==> src/rtl/multicycle_control_if.sv <==
// Datapath control bus between the multicycle control FSM (master) and the
// shared ALU / register file / unified memory datapath (slave).
interface multicycle_control_if;
  logic [5:0] opcode;
  logic       zero;
  logic       mem_ready;
  logic       pc_write;
  logic       pc_write_cond;
  logic       i_or_d;
  logic       mem_read;
  logic       mem_write;
  logic       ir_write;
  logic       mem_to_reg;
  logic       reg_dst;
  logic       reg_write;
  logic       alu_src_a;
  logic [1:0] alu_src_b;
  logic [1:0] alu_op;
  logic [1:0] pc_source;
  logic       instr_done;
  logic       illegal_op;
  logic       mem_err;

  // Handshake: the memory strobe (mem_read/mem_write) is the request and is
  // held until mem_ready is sampled high on a rising edge; the access
  // completes in that cycle and no further handshake state is kept.
  modport master (
    input  opcode, zero, mem_ready,
    output pc_write, pc_write_cond, i_or_d, mem_read, mem_write, ir_write,
           mem_to_reg, reg_dst, reg_write, alu_src_a, alu_src_b, alu_op,
           pc_source, instr_done, illegal_op, mem_err
  );

  modport slave (
    output opcode, zero, mem_ready,
    input  pc_write, pc_write_cond, i_or_d, mem_read, mem_write, ir_write,
           mem_to_reg, reg_dst, reg_write, alu_src_a, alu_src_b, alu_op,
           pc_source, instr_done, illegal_op, mem_err
  );
endinterface

==> src/rtl/multicycle_control.sv <==
// Multi-cycle MIPS control FSM (R-format, lw, sw, beq; j when MC_CTRL_JUMP_EN
// is defined) with a bounded memory-ready wait in every memory state.
module multicycle_control #(
  parameter int MEM_TIMEOUT = 15
) (
  input  logic                clk,
  input  logic                rst,
  multicycle_control_if.master bus,
  output logic [3:0]          state
);

  typedef enum logic [3:0] {
    FETCH     = 4'd0,
    DECODE    = 4'd1,
    MEM_ADDR  = 4'd2,
    MEM_READ  = 4'd3,
    MEM_WB    = 4'd4,
    MEM_WRITE = 4'd5,
    R_EXEC    = 4'd6,
    R_WB      = 4'd7,
`ifdef MC_CTRL_JUMP_EN
    BRANCH    = 4'd8,
    JUMP      = 4'd9
`else
    BRANCH    = 4'd8
`endif
  } state_t;

  localparam logic [5:0] OP_R   = 6'b000000;
  localparam logic [5:0] OP_LW  = 6'b100011;
  localparam logic [5:0] OP_SW  = 6'b101011;
  localparam logic [5:0] OP_BEQ = 6'b000100;
`ifdef MC_CTRL_JUMP_EN
  localparam logic [5:0] OP_J   = 6'b000010;
`endif
  localparam logic [7:0] TIMEOUT_LIM = 8'(MEM_TIMEOUT);

  state_t     state_q;
  state_t     state_d;
  logic [7:0] wait_cnt;
  logic       is_store;
  logic       mem_state;
  logic       mem_wait;
  logic       timeout;
  logic       illegal;

  // The zero flag is consumed by the datapath (ANDed with pc_write_cond).
  logic       unused_zero;
  assign unused_zero = bus.zero;

  always_comb begin
    mem_state = (state_q == FETCH) || (state_q == MEM_READ) ||
                (state_q == MEM_WRITE);
  end

  assign mem_wait = mem_state && !bus.mem_ready;
  assign timeout  = (TIMEOUT_LIM != 8'd0) && mem_wait &&
                    (wait_cnt == TIMEOUT_LIM);

  always_ff @(posedge clk) begin
    if (rst) begin
      state_q  <= FETCH;
      wait_cnt <= 8'd0;
      is_store <= 1'b0;
    end else begin
      state_q <= state_d;
      // A timeout out of FETCH stays in FETCH, so it must clear explicitly.
      if ((state_d != state_q) || timeout) begin
        wait_cnt <= 8'd0;
      end else if (mem_wait && (wait_cnt != 8'hff)) begin
        wait_cnt <= wait_cnt + 8'd1;
      end
      // opcode is only trusted in DECODE; remember lw vs sw for MEM_ADDR.
      if (state_q == DECODE) begin
        is_store <= (bus.opcode == OP_SW);
      end
    end
  end

  always_comb begin
    state_d = FETCH;
    illegal = 1'b0;
    case (state_q)
      FETCH:     state_d = bus.mem_ready ? DECODE : FETCH;
      DECODE: begin
        case (bus.opcode)
          OP_LW, OP_SW: state_d = MEM_ADDR;
          OP_R:         state_d = R_EXEC;
          OP_BEQ:       state_d = BRANCH;
`ifdef MC_CTRL_JUMP_EN
          OP_J:         state_d = JUMP;
`endif
          default: begin
            state_d = FETCH;
            illegal = 1'b1;
          end
        endcase
      end
      MEM_ADDR:  state_d = is_store ? MEM_WRITE : MEM_READ;
      MEM_READ:  state_d = bus.mem_ready ? MEM_WB : MEM_READ;
      MEM_WRITE: state_d = bus.mem_ready ? FETCH : MEM_WRITE;
      R_EXEC:    state_d = R_WB;
      default:   state_d = FETCH;
    endcase
    if (timeout) begin
      state_d = FETCH;
    end
  end

  always_comb begin
    bus.pc_write      = 1'b0;
    bus.pc_write_cond = 1'b0;
    bus.i_or_d        = 1'b0;
    bus.mem_read      = 1'b0;
    bus.mem_write     = 1'b0;
    bus.ir_write      = 1'b0;
    bus.mem_to_reg    = 1'b0;
    bus.reg_dst       = 1'b0;
    bus.reg_write     = 1'b0;
    bus.alu_src_a     = 1'b0;
    bus.alu_src_b     = 2'b00;
    bus.alu_op        = 2'b00;
    bus.pc_source     = 2'b00;
    bus.instr_done    = 1'b0;
    bus.illegal_op    = 1'b0;
    bus.mem_err       = 1'b0;
    case (state_q)
      FETCH: begin
        bus.mem_read  = 1'b1;
        bus.alu_src_b = 2'b01;
        bus.ir_write  = bus.mem_ready;
        bus.pc_write  = bus.mem_ready;
      end
      DECODE: begin
        bus.alu_src_b  = 2'b11;
        bus.illegal_op = illegal;
      end
      MEM_ADDR: begin
        bus.alu_src_a = 1'b1;
        bus.alu_src_b = 2'b10;
      end
      MEM_READ: begin
        bus.mem_read = 1'b1;
        bus.i_or_d   = 1'b1;
      end
      MEM_WB: begin
        bus.reg_write  = 1'b1;
        bus.mem_to_reg = 1'b1;
        bus.instr_done = 1'b1;
      end
      MEM_WRITE: begin
        bus.mem_write  = 1'b1;
        bus.i_or_d     = 1'b1;
        bus.instr_done = bus.mem_ready;
      end
      R_EXEC: begin
        bus.alu_src_a = 1'b1;
        bus.alu_op    = 2'b10;
      end
      R_WB: begin
        bus.reg_write  = 1'b1;
        bus.reg_dst    = 1'b1;
        bus.instr_done = 1'b1;
      end
      BRANCH: begin
        bus.alu_src_a     = 1'b1;
        bus.alu_op        = 2'b01;
        bus.pc_write_cond = 1'b1;
        bus.pc_source     = 2'b01;
        bus.instr_done    = 1'b1;
      end
`ifdef MC_CTRL_JUMP_EN
      JUMP: begin
        bus.pc_write   = 1'b1;
        bus.pc_source  = 2'b10;
        bus.instr_done = 1'b1;
      end
`endif
      default: begin
        bus.alu_src_b = 2'b00;
      end
    endcase
    // An abandoned access must not load IR/PC, write memory or retire.
    if (timeout) begin
      bus.mem_err    = 1'b1;
      bus.ir_write   = 1'b0;
      bus.pc_write   = 1'b0;
      bus.mem_write  = 1'b0;
      bus.instr_done = 1'b0;
    end
    if (rst) begin
      bus.pc_write      = 1'b0;
      bus.pc_write_cond = 1'b0;
      bus.i_or_d        = 1'b0;
      bus.mem_read      = 1'b0;
      bus.mem_write     = 1'b0;
      bus.ir_write      = 1'b0;
      bus.mem_to_reg    = 1'b0;
      bus.reg_dst       = 1'b0;
      bus.reg_write     = 1'b0;
      bus.alu_src_a     = 1'b0;
      bus.alu_src_b     = 2'b00;
      bus.alu_op        = 2'b00;
      bus.pc_source     = 2'b00;
      bus.instr_done    = 1'b0;
      bus.illegal_op    = 1'b0;
      bus.mem_err       = 1'b0;
    end
  end

  assign state = rst ? 4'd0 : state_q;

endmodule

==> src/flat_wrapper.sv <==
// flat-port wrapper written by rule: the top's interface ports become plain ports
module multicycle_control_flat 
#(
  parameter int MEM_TIMEOUT = 15
)
  (clk, rst, state, bus_opcode, bus_zero, bus_mem_ready, bus_pc_write, bus_pc_write_cond, bus_i_or_d, bus_mem_read, bus_mem_write, bus_ir_write, bus_mem_to_reg, bus_reg_dst, bus_reg_write, bus_alu_src_a, bus_alu_src_b, bus_alu_op, bus_pc_source, bus_instr_done, bus_illegal_op, bus_mem_err);
  multicycle_control_if bus_i ();
  input  logic clk;
  input  logic rst;
  output logic [3:0] state;
  input wire logic [$bits(bus_i.opcode)-1:0] bus_opcode;
  input wire logic [$bits(bus_i.zero)-1:0] bus_zero;
  input wire logic [$bits(bus_i.mem_ready)-1:0] bus_mem_ready;
  output wire logic [$bits(bus_i.pc_write)-1:0] bus_pc_write;
  output wire logic [$bits(bus_i.pc_write_cond)-1:0] bus_pc_write_cond;
  output wire logic [$bits(bus_i.i_or_d)-1:0] bus_i_or_d;
  output wire logic [$bits(bus_i.mem_read)-1:0] bus_mem_read;
  output wire logic [$bits(bus_i.mem_write)-1:0] bus_mem_write;
  output wire logic [$bits(bus_i.ir_write)-1:0] bus_ir_write;
  output wire logic [$bits(bus_i.mem_to_reg)-1:0] bus_mem_to_reg;
  output wire logic [$bits(bus_i.reg_dst)-1:0] bus_reg_dst;
  output wire logic [$bits(bus_i.reg_write)-1:0] bus_reg_write;
  output wire logic [$bits(bus_i.alu_src_a)-1:0] bus_alu_src_a;
  output wire logic [$bits(bus_i.alu_src_b)-1:0] bus_alu_src_b;
  output wire logic [$bits(bus_i.alu_op)-1:0] bus_alu_op;
  output wire logic [$bits(bus_i.pc_source)-1:0] bus_pc_source;
  output wire logic [$bits(bus_i.instr_done)-1:0] bus_instr_done;
  output wire logic [$bits(bus_i.illegal_op)-1:0] bus_illegal_op;
  output wire logic [$bits(bus_i.mem_err)-1:0] bus_mem_err;
  assign bus_i.opcode = bus_opcode;
  assign bus_i.zero = bus_zero;
  assign bus_i.mem_ready = bus_mem_ready;
  assign bus_pc_write = bus_i.pc_write;
  assign bus_pc_write_cond = bus_i.pc_write_cond;
  assign bus_i_or_d = bus_i.i_or_d;
  assign bus_mem_read = bus_i.mem_read;
  assign bus_mem_write = bus_i.mem_write;
  assign bus_ir_write = bus_i.ir_write;
  assign bus_mem_to_reg = bus_i.mem_to_reg;
  assign bus_reg_dst = bus_i.reg_dst;
  assign bus_reg_write = bus_i.reg_write;
  assign bus_alu_src_a = bus_i.alu_src_a;
  assign bus_alu_src_b = bus_i.alu_src_b;
  assign bus_alu_op = bus_i.alu_op;
  assign bus_pc_source = bus_i.pc_source;
  assign bus_instr_done = bus_i.instr_done;
  assign bus_illegal_op = bus_i.illegal_op;
  assign bus_mem_err = bus_i.mem_err;
  multicycle_control #(.MEM_TIMEOUT(MEM_TIMEOUT)) u_core (.clk(clk), .rst(rst), .bus(bus_i), .state(state));
endmodule
==> config.mk <==
export PLATFORM = sky130hd
export DESIGN_NAME = multicycle_control_flat
export DESIGN_NICKNAME = d
export VERILOG_FILES = /design/src/rtl/multicycle_control_if.sv /design/src/rtl/multicycle_control.sv /design/src/flat_wrapper.sv
export SDC_FILE = /design/constraint.sdc
export NUM_CORES = 1
export LEC_CHECK = 0
export CORE_UTILIZATION = 40
export CTS_CLUSTER_SIZE = 14
export DETAILED_ROUTE_END_ITERATION = 8
export PLACE_DENSITY = 0.72
export SETUP_SLACK_MARGIN = 0.02
export SLEW_MARGIN = 40
export SYNTH_ARGS = -nofsm -noshare
export SYNTH_HDL_FRONTEND = slang
export SYNTH_SLANG_ARGS = --single-unit
==> constraint.sdc <==
create_clock -name clk -period 1.9 [get_ports clk]
set_input_delay 0.38 -clock clk [delete_from_list [all_inputs] [get_ports clk]]
set_output_delay 0.38 -clock clk [all_outputs]
set_load 0.01 [all_outputs]
* After elaboration in Yosys (flattened, before gate mapping)
Index checks and enable logic that the tools add are counted.
Word-level totals: register bits 13, input port bits 10, output and inout bits 23, logic and storage cells 77
Operators by class: add/subtract/negate cells 1, equal/unequal tests 14, mux-type cells 42, reductions and logical operators 17
Operator list (number):
- $mux 1 | 30
- $pmux 4 s6 | 1
- $eq 4x3->1 const B | 4
- $eq 6x6->1 const B | 2
- $pmux 4 s3 | 1
- $reduce_or 2->1 | 5
- $mux 3 | 3
- $add 8x1->8 const B | 1
- $eq 4x2->1 const B | 2
- $eq 8x4->1 const B | 1
- $mux 4 | 2
- $ne 8x8->1 const B | 1
- $eq 6x3->1 const B | 1
- $logic_not 6->1 | 1
- $pmux 2 s3 | 1
- $reduce_or 3->1 | 2
- $eq 4x1->1 const B | 1
- $eq 4x4->1 const B | 1
- $logic_not 4->1 | 1
- $mux 2 | 2
- $ne 4x4->1 | 1
- $pmux 2 s2 | 1
- $reduce_or 4->1 | 1
- $logic_and 1x1->1 | 3
- 3 further kinds | 5

* Logic depth before layout (Yosys ltp)
depth in word-level cells 9, mapped depth 6, depth with buffers taken out 5

* Worst setup path before layout
OpenSTA, ideal clock, no wires.
kind input to output, from input port bus_mem_ready, to output port bus_mem_write, data arrival time 1.557 ns, required time 1.520 ns, setup slack -0.037 ns, cell stages on the path 6, path through buf_2 > nor3b_1 > a22oi_2 > nor3_2 > buf_4 > nor3_1
On the way: longest elaborated chain between the ends 5
Ends and longest elaborated chain:
- start: declaration | line flat_wrapper.sv:13 | input wire logic [$bits(bus_i.mem_ready)-1:0] bus_mem_ready;
- $logic_not 1->1 | line multicycle_control.sv:56 | assign mem_wait = mem_state && !bus.mem_ready;
- $logic_and 1x1->1 | line multicycle_control.sv:56
- $logic_and 1x1->1 | line multicycle_control.sv:57 | assign timeout = (TIMEOUT_LIM != 8'd0) && mem_wait &&
- $mux 1 | line multicycle_control.sv:184 | if (timeout) begin
- $mux 1 | line multicycle_control.sv:191 | if (rst) begin
- end: declaration | line flat_wrapper.sv:18 | output wire logic [$bits(bus_i.mem_write)-1:0] bus_mem_write;
Every way passes these cells.

* Final worst setup path
from input port bus_opcode[0], to output port bus_illegal_op
On the way: longest elaborated chain between the ends 5
Ends and longest elaborated chain:
- start: declaration | line flat_wrapper.sv:11 | input wire logic [$bits(bus_i.opcode)-1:0] bus_opcode;
- $eq 6x6->1 (tied with other cells) | line multicycle_control.sv:86 | case (bus.opcode)
- $reduce_or 4->1 (no source line) *
- $mux 1 * | line multicycle_control.sv:86
- $mux 1 * | line multicycle_control.sv:127 | case (state_q)
- $mux 1 * | line multicycle_control.sv:191
- end: declaration | line flat_wrapper.sv:28 | output wire logic [$bits(bus_i.illegal_op)-1:0] bus_illegal_op;
Every way passes the cells marked *; elsewhere a longest branch is shown, timed or not.

==> reports/results.tsv <==
metric	value	unit
drt total wl	3.82	mm
gp weighted congestion	0.872	
DR pass1 iterations	4	
synth warn	0	
critical-path cell list	buf_6, or4_4, or3b_4, nor4b_4, buf_2	
GR Util met1	0.337	
CTS root buffer	clkbuf_4	
GR Util All Layers	0.258	
fin. max-slew vios	0	
Cell Area, Synth	1110	um2
clock sink count	13	
largest stage delay on the critical path	0.54	ns
final count of negative-setup-slack endpoints	1	
antenna-violating nets left	0	
H-tree depth	1	
met2 Use GR	0.448	
ys async rst share	0	
DIE HEIGHT	54.6	um
fmax	0.482	GHz
Clock Path Buffers	2	
Initial Utilization	0.435	
fin crit share	1.09	
Synth area leader	dfxtp_1	
failing checks	setup timing	
Critical Path RT	1.52	ns
Hold Path Cell Cnt	2	
IO Port Bufs	30	
Final #Nets	219	
Netlist cell types	42	
Crit path buffers/inverters	2	
post-synthesis cell count	147	
initial antenna violation count	0	
critical path capture point type	output port	
first-pass GRT wire length	5.44	mm
final hold violation count	0	
status	complete, but fails checks	
largest net degree at the start of global routing	24	
Hold Crit Class	reg -> reg	
mean post-synth cell area	7.53	um2
post-layout util	0.740	
Post-synth EDFFs	0	
syn_nets	158	
layout cells sized above 1	0.512	
most common cell after layout, fill and taps aside	buf_4	
Top delay family on crit path	simple AND/OR/NAND/NOR gates	
most common flop cell mapped by yosys	dfxtp_1	
Horiz. Die Dim	54.6	um
fillers	188	
via count	1375	
Final HPWL DP	2.46	mm
CTS buffer count	3	
minimum clock period	2.08	ns
post-synth top area share	0.235	
leakage	0.770	nW
clock-pin slew on the worst setup and hold paths	0.07	ns
total power	0.610	mW
CP max FO	3	
commonest cells after routing, fill and taps aside	buf_4 (33), buf_2 (14), o21ai_0 (9)	
#FFs+latches synth	13	
register area share after synthesis	0.235	
Max-Cap Viols	0	
grt ovf	0	
vias in the first global route	1182	
Ant. Diodes	0	
Worst path slowest cell	or4_4	
Hold Buf Count CTS	0	
total die area	2980	um2
IO Pins	33	
Clk Latency, worst-skew pair	0.28	ns
Iter 0 DRT Violations	30	
DRC	0	
busiest grt layer	met2	
TritonCTS clock tree	yes	
clock skew	0.00198	ns
Startpoint Class	input pin	
R2R cell count	5	
Worst EP arrival	1.70	ns
WL/cell	16.1	um
kind of critical path	in -> out	
global-route met3 utilization	0.0500	
Layout area overhead	70.2	%
unrepaired setup endpoints after global routing	true	
pwr dens	324	nW/um2
critical path depth in cells	5	
Max IR drop VDD	452	uV
Rows	18	
setup ws final	-0.177	ns
Area contributors post-synth	dfxtp_1 (24%), nor4_1 (6.2%), nor3_1 (4.5%)	
DR vias/cell	5.80	
Core ar.	2540	um2
-- cells in the mapped netlist, types with 2 or more instances --
| master | count |
|---|---|
| dfxtp_1 | 13 |
| a21oi_1 | 7 |
| nor4_1 | 11 |
| or4_4 | 2 |
| a211oi_1 | 3 |
| buf_4 | 5 |
| nor3_1 | 10 |
| nand2b_1 | 2 |
| buf_6 | 2 |
| and4_1 | 4 |
| o21ai_0 | 9 |
| nor4b_1 | 3 |
| xor2_1 | 2 |
| or3_1 | 4 |
| nand3b_1 | 3 |
| nand4b_1 | 2 |
| nor2b_1 | 7 |
| nor3b_1 | 3 |
| nor2_1 | 11 |
| and3_1 | 3 |
| a31oi_1 | 2 |
| clkbuf_1 | 4 |
| nand2_1 | 8 |
| buf_2 | 4 |
| nand3_1 | 5 |
| inv_1 | 2 |
-- area by class of cell --
cell class | instances | area [um2] | share of cell area
well taps | 30 | 37.5 | 0.0199
clock buffers | 4 | 26.3 | 0.0139
flip-flops and latches | 13 | 279 | 0.148
repair buffers | 71 | 578 | 0.307
inverters | 2 | 7.51 | 0.00398
multi-input cells | 117 | 956 | 0.507
-- worst min-delay path, cell delays in order (launching register included) --
cell and delay [ns]:
dfxtp_1 0.33, nand2_1 0.06, a21oi_1 0.05
-- registers in the layout, summed over array words and instances, names as in the netlist --
register,count
u_core.is_store,1
u_core.state_q,4
u_core.wait_cnt,8
-- stage by stage --
step           instances  area, um2  hold WS (ns)  setup slack, ns  setup TNS, ns
5_1_grt              237       1880         0.495           -0.203         -0.250
4_1_cts              230       1720         0.469           -0.202         -0.202
2_1_floorplan        147       1110         0.442           0.0325              0
3_5_place_dp         223       1580         0.475           -0.886         -10.94
3_3_place_gp         223       1580         0.459           -0.820          -9.64
6_report             237       1880         0.481           -0.177         -0.177
-- path summary, 6_finish.rpt --
kind	from	endpoint	slack (ns)
hold / removal	u_core.is_store	u_core.is_store	0.48
setup reg to reg	u_core.state_q[1]	u_core.wait_cnt[2]	0.04
hold reg to reg	u_core.is_store	u_core.is_store	0.48
setup / recovery	bus_opcode[0]	bus_illegal_op	-0.18
-- routing by layer --
| layer | up-vias | part of all wire | wire (um) |
|---|---|---|---|
| li1 | 674 | - | - |
| met1 | 665 | 0.43 | 1630 |
| met5 | - | 0 | 0 |
| met3 | 2 | 0.046 | 175 |
| met2 | 34 | 0.52 | 2000 |
| met4 | 0 | 0.0026 | 10 |
-- report_power, final --
group          internal [mW]  switching (mW)
Sequential             0.271         0.00467
Combinational         0.0823          0.0840
Clock                 0.0815          0.0872
Total                  0.435           0.176
-- cells by family (layout without fill, tap and decap cells) --
kind of cell,count (synthesis),after routing,synth area share
other,1,1,0.00339
buffers and inverters,17,77,0.0927
DFF,13,13,0.235
and+or+nand+nor,84,84,0.467
adders and majority gates,1,1,0.0113
AOI/OAI and AO/OA,29,29,0.175
xor gates and xnor gates,2,2,0.0158
-- timing repair --
| item | 4_1_cts | 5_1_grt |
|---|---|---|
| gates resized for setup | 104 | 44 |
| pin swaps | 8 | 11 |
| cloned | 1 | 1 |
| endpoints found under the setup margin | 26 | 22 |
| buffers inserted | 2 | 6 |
(Power assumes the default switching activity.)
